--- config.mk ---
export PLATFORM = sky130hd
export DESIGN_NAME = div_iter
export DESIGN_NICKNAME = d
export VERILOG_FILES = /design/src/rtl/div_iter.sv
export SDC_FILE = /design/constraint.sdc
export NUM_CORES = 1
export LEC_CHECK = 0
export CAP_MARGIN = 10
export CORE_AREA = 2 2 137 139
export CTS_BUF_LIST = sky130_fd_sc_hd__clkbuf_8
export CTS_CLUSTER_DIAMETER = 150
export CTS_CLUSTER_SIZE = 30
export DETAILED_ROUTE_END_ITERATION = 8
export DIE_AREA = 0 0 139 141
export DONT_BUFFER_PORTS = 1
export GPL_TIMING_DRIVEN = 0
export HOLD_SLACK_MARGIN = 0.08
export PLACE_DENSITY = 0.82
export SYNTH_ARGS = -nofsm -noshare
export SYNTH_HDL_FRONTEND = slang
export SYNTH_SLANG_ARGS = --single-unit
--- constraint.sdc ---
create_clock -name clock -period 7.3 [get_ports clock]
set_input_delay 0.73 -clock clock [delete_from_list [all_inputs] [get_ports clock]]
set_output_delay 0.73 -clock clock [all_outputs]
set_load 0.03 [all_outputs]
--- src/rtl/div_iter.sv ---
// Multi-cycle signed restoring divider: one quotient bit per clock, trial
// subtraction through a 4-bit-group carry-lookahead adder.
module div_iter #(
    parameter int unsigned WIDTH = 32
) (
    input  logic             clock,
    input  logic             reset,
    input  logic             ctrl_div,
    input  logic [WIDTH-1:0] data_operandA,
    input  logic [WIDTH-1:0] data_operandB,
    output logic [WIDTH-1:0] data_result,
    output logic [WIDTH-1:0] data_remainder,
    output logic             data_exception,
    output logic             data_resultRDY
);

    localparam int unsigned CNT_W = $clog2(WIDTH);
    localparam int unsigned NGRP  = WIDTH / 4;

    typedef enum logic [1:0] {IDLE, ITER, FIX, DONE} state_t;

    state_t           state, state_n;
    logic [CNT_W-1:0] cnt, cnt_n;
    logic             sign_q, sign_q_n, sign_r, sign_r_n, dz, dz_n;
    logic [WIDTH-1:0] abs_b, abs_b_n, quo, quo_n;
    logic [WIDTH:0]   rem, rem_n;
    logic [WIDTH-1:0] result_n, remainder_n;
    logic             exc_n, rdy_n;

    logic [WIDTH:0]   rem_sh;
    logic [WIDTH-1:0] quo_sh;
    logic [WIDTH-1:0] add_a, add_b, add_sum, gen, prop, bit_c;
    logic [NGRP:0]    grp_c;
    logic             add_cout, nonneg;

    // Trial subtraction rem_sh - |B| formed as rem_sh + ~|B| + 1
    always_comb begin
        rem_sh = {rem[WIDTH-1:0], quo[WIDTH-1]};
        quo_sh = {quo[WIDTH-2:0], 1'b0};
        add_a  = rem_sh[WIDTH-1:0];
        add_b  = ~abs_b;
        gen    = add_a & add_b;
        prop   = add_a ^ add_b;
        grp_c  = '0;
        bit_c  = '0;
        grp_c[0] = 1'b1;
        for (int j = 0; j < int'(NGRP); j++) begin
            grp_c[j+1] = gen[4*j+3]
                       | (prop[4*j+3] & gen[4*j+2])
                       | (prop[4*j+3] & prop[4*j+2] & gen[4*j+1])
                       | (prop[4*j+3] & prop[4*j+2] & prop[4*j+1] & gen[4*j])
                       | ((&prop[4*j +: 4]) & grp_c[j]);
            bit_c[4*j] = grp_c[j];
            for (int k = 1; k < 4; k++) begin
                bit_c[4*j+k] = gen[4*j+k-1] | (prop[4*j+k-1] & bit_c[4*j+k-1]);
            end
        end
        add_sum  = prop ^ bit_c;
        add_cout = grp_c[NGRP];
        // Any set bit above the adder width means the trial cannot go negative
        nonneg   = rem[WIDTH] | rem_sh[WIDTH] | add_cout;
    end

    // Next-state and datapath update
    always_comb begin
        state_n     = state;
        cnt_n       = cnt;
        sign_q_n    = sign_q;
        sign_r_n    = sign_r;
        dz_n        = dz;
        abs_b_n     = abs_b;
        quo_n       = quo;
        rem_n       = rem;
        result_n    = data_result;
        remainder_n = data_remainder;
        exc_n       = 1'b0;
        rdy_n       = 1'b0;

        if (ctrl_div) begin
            sign_q_n = data_operandA[WIDTH-1] ^ data_operandB[WIDTH-1];
            sign_r_n = data_operandA[WIDTH-1];
            quo_n    = data_operandA[WIDTH-1] ? WIDTH'(-data_operandA) : data_operandA;
            abs_b_n  = data_operandB[WIDTH-1] ? WIDTH'(-data_operandB) : data_operandB;
            rem_n    = '0;
            cnt_n    = '0;
            dz_n     = (data_operandB == '0);
            state_n  = (data_operandB == '0) ? DONE : ITER;
        end else begin
            case (state)
                ITER: begin
                    rem_n = nonneg ? {1'b0, add_sum} : rem_sh;
                    quo_n = {quo_sh[WIDTH-1:1], nonneg};
                    cnt_n = CNT_W'(cnt + 1'b1);
                    if (cnt == CNT_W'(WIDTH - 1)) begin
                        state_n = FIX;
                    end
                end
                FIX: begin
                    result_n    = sign_q ? WIDTH'(-quo) : quo;
                    remainder_n = sign_r ? WIDTH'(-rem[WIDTH-1:0]) : rem[WIDTH-1:0];
                    rdy_n       = 1'b1;
                    state_n     = DONE;
                end
                DONE: begin
                    if (dz) begin
                        result_n    = '0;
                        remainder_n = '0;
                        exc_n       = 1'b1;
                        rdy_n       = 1'b1;
                        dz_n        = 1'b0;
                    end else begin
                        state_n = IDLE;
                    end
                end
                default: ;
            endcase
        end
    end

    always_ff @(posedge clock) begin
        if (reset) begin
            state          <= IDLE;
            cnt            <= '0;
            sign_q         <= 1'b0;
            sign_r         <= 1'b0;
            dz             <= 1'b0;
            abs_b          <= '0;
            quo            <= '0;
            rem            <= '0;
            data_result    <= '0;
            data_remainder <= '0;
            data_exception <= 1'b0;
            data_resultRDY <= 1'b0;
        end else begin
            state          <= state_n;
            cnt            <= cnt_n;
            sign_q         <= sign_q_n;
            sign_r         <= sign_r_n;
            dz             <= dz_n;
            abs_b          <= abs_b_n;
            quo            <= quo_n;
            rem            <= rem_n;
            data_result    <= result_n;
            data_remainder <= remainder_n;
            data_exception <= exc_n;
            data_resultRDY <= rdy_n;
        end
    end

endmodule

==> run summary <==
Status: completed
Post-Place Cells: 1475
Switching share of total power: 0.313
Overall Power: 2.28 mW
Hold/Removal Path Class: primary input to flip-flop
DR vias/cell: 6.22
Endpoints failing setup: 0
Clk root buf: clkbuf_8
DRC viols: 0
Syn avg cell area: 8.33 um^2
Post-synth EDFFs: 0
RSZ-0062 raised after global routing: no
Clock transition at the registers of the reported paths: 0.09 ns
Die Wd: 139 um
DRT iter0 DRCs: 1023
Port bufs: 0
Final WL: 29900 um
Worst-Skew Late Latency: 0.47 ns
Ys flop type: dfxtp_1
ANT nets after route: 0
Vias: 9373
Worst Path Class, Setup: flip-flop to flip-flop
Largest net degree at the start of global routing: 17
Critical path peak fanout: 5
Die H: 141 um
Post-synth ARST share: 0
Synthesized Nets: 1370
Slew headroom: 0.479
Worst Tran Pin Value: 0.775 ns
Gr usage total: 0.303
Hold_buf cts: 0
Post-synthesis register bit count: 173
Placed instance area: 10600 um^2
Diode count: 0
CTS tree: done
Post-Synthesis Cell Area: 10300 um^2
Vias in the first global route: 8901
FP Rows: 50
Clk sink count: 173
GR Overflow Total: 0
Highest clock rate: 249 MHz
Max_cap viols: 0
Sequential share of the synthesized area: 0.335
Fin crit share: 0.551
Final Hold Vio Count: 0
Initial Util: 0.566
Pre-antenna DRT Iters: 6
CTS HTree Levels: 4
Mapped Cells: 1241
VDD IR max: 0.000139 V
I/O pin cnt: 133
Distinct cells, synth: 58
Routed WL per cell: 19.8 um
CP Launch Type: flip-flop
Global-route wire length before repair: 47900 um
Hpwl dp: 23400 um
Commonest non-fill, non-tap cells in the layout: 173 x dfxtp_1, 124 x nand2_1, 104 x nor2_1, 83 x o21ai_0, 78 x xnor2_1
Leakage: 4.06 nW
Post-layout min period: 4.02 ns
P_int: 1.56 mW
Initial antenna violation count: 0
CP arrival: 4.40 ns
Final nets: 1389
PostCTS Resize Cnt: 0
Total CTS buffers: 17
Yosys warning count: 0
Finished Cell Area: 11100 um^2
Gpl congestion: 0.946
Post-CTS Setup Inserts: 0
Dpl ws: 3.42 ns
Fin cells: 1507
CORE AREA: 18300 um^2
Clock power frac: 0.337
Setup TNS: 0 ns
Die footprint: 19600 um^2
Worst Skew: 0.0115 ns
Pwr/cell area: 205 nW/um^2
CP Data Required Time: 7.68 ns
Clk buf depth: 2
Slew Viols, Final: 0
Comb power frac: 0.211
Layout cells sized above 1: 0.0518
Syn-to-layout area delta: 7.23%
Psw: 0.713 mW
Worst Setup End Kind: flip-flop
Commonest non-fill, non-tap cell in the layout: dfxtp_1
Worst setup margin: 3.28 ns
Power share of the sequential group: 0.452
[synth_stat cells, types with 2 or more instances]
cell,number,area [um^2]
nand2_1,124,465
clkbuf_1,65,244
nor3_1,15,75.1
inv_1,70,263
fa_1,23,460
a22oi_1,27,203
a31o_2,24,210
a21boi_0,2,15.0
nand4_1,8,50.1
buf_1,17,63.8
a22o_1,33,289
and3_1,6,37.5
a221oi_1,4,35.0
o41ai_1,14,123
nand3_1,10,50.1
a211oi_1,25,188
o31ai_1,35,263
o211ai_1,3,22.5
nor2_1,104,390
nor2b_1,3,18.8
o21ai_0,83,415
ha_1,39,488
a21o_1,7,52.6
or3_1,11,68.8
a31oi_1,9,56.3
a21oi_1,70,350
o22ai_1,20,125
mux2i_1,17,170
or2_2,3,18.8
a311oi_1,9,78.8
or4_1,21,158
nand2b_1,7,43.8
and2_1,3,18.8
dfxtp_1,173,3460
or3_4,2,22.5
nor3b_1,2,15.0
xor2_1,45,394
nor4_1,9,56.3
xnor2_1,78,683
or4_4,3,33.8
[worst max-delay path: stages (launching register included)]
cell,delay (ns)
dfxtp_1,0.45
inv_1,0.07
ha_1,0.28
o21ai_0,0.10
a22oi_1,0.24
a21oi_1,0.16
o31a_1,0.41
nor2_1,0.20
o21a_1,0.15
nor2_1,0.05
fa_1,0.40
fa_1,0.39
fa_1,0.40
xnor2_1,0.23
a31oi_1,0.12
a221oi_1,0.28
[metrics by stage]
step,hold WS [ns],util
after floorplan,0.441,-
after global placement,0.446,0.582
after detailed placement,0.461,0.582
after CTS,0.370,0.607
after global routing,0.364,0.607
final,0.371,0.607
[cells by family after synthesis]
group / count (synthesis) / synth area share
flops: 173 / 0.335
xor+xnor: 123 / 0.104
compound gates: 375 / 0.244
buf+inv: 155 / 0.0571
fa+ha+maj: 62 / 0.0917
mux: 17 / 0.0165
simple gates: 336 / 0.151
[final timing paths]
check	slack, ns	cells after the start	endpoint	start
max	3.28	15	rem[23]$_SDFFE_PP0P_	abs_b[1]$_SDFFE_PP0P_
min	0.37	2	quo[23]$_SDFFE_PP0P_	data_operandA[23]
max reg2reg	3.28	15	rem[23]$_SDFFE_PP0P_	abs_b[1]$_SDFFE_PP0P_
min reg2reg	0.47	2	cnt[4]$_SDFFE_PP0P_	cnt[4]$_SDFFE_PP0P_
[routing by layer]
layer | vias up | wire length [um] | global-route usage
met1 | 4349 | 13000 | 0.426
met2 | 476 | 12800 | 0.456
li1 | 4488 | - | -
met4 | 0 | 644 | 0.0888
met3 | 60 | 3380 | 0.0863
met5 | - | 0 | 0
[area by class of cell]
class                           instances  area (um^2)
Fill cell                            1615         7180
Multi-Input combinational cell        913         6290
Sequential cell                       173         3460
Buffer                                 84          324
Tap cell                              234          293
Clock buffer                           21          289
Inverter                               71          267
Clock inverter                         11          166
[registers in the layout, indices dropped and copies added, names as in the netlist]
name / flops
abs_b: 32
sign_q: 1
rem: 33
data_result: 32
dz: 1
state: 2
data_exception: 1
data_remainder: 32
cnt: 5
quo: 32
sign_r: 1
data_resultRDY: 1
[power groups by stage]
stage	combinational (mW)	clock (mW)	sequential, mW
CTS	0.471	0.763	1.02
finish	0.480	0.768	1.03
floorplan	0.354	0	1.03
global route	0.529	0.802	1.03
detailed placement	0.467	0	1.05
global placement	0.455	0	1.05
Note: power is estimated with default switching activity, not from simulation.
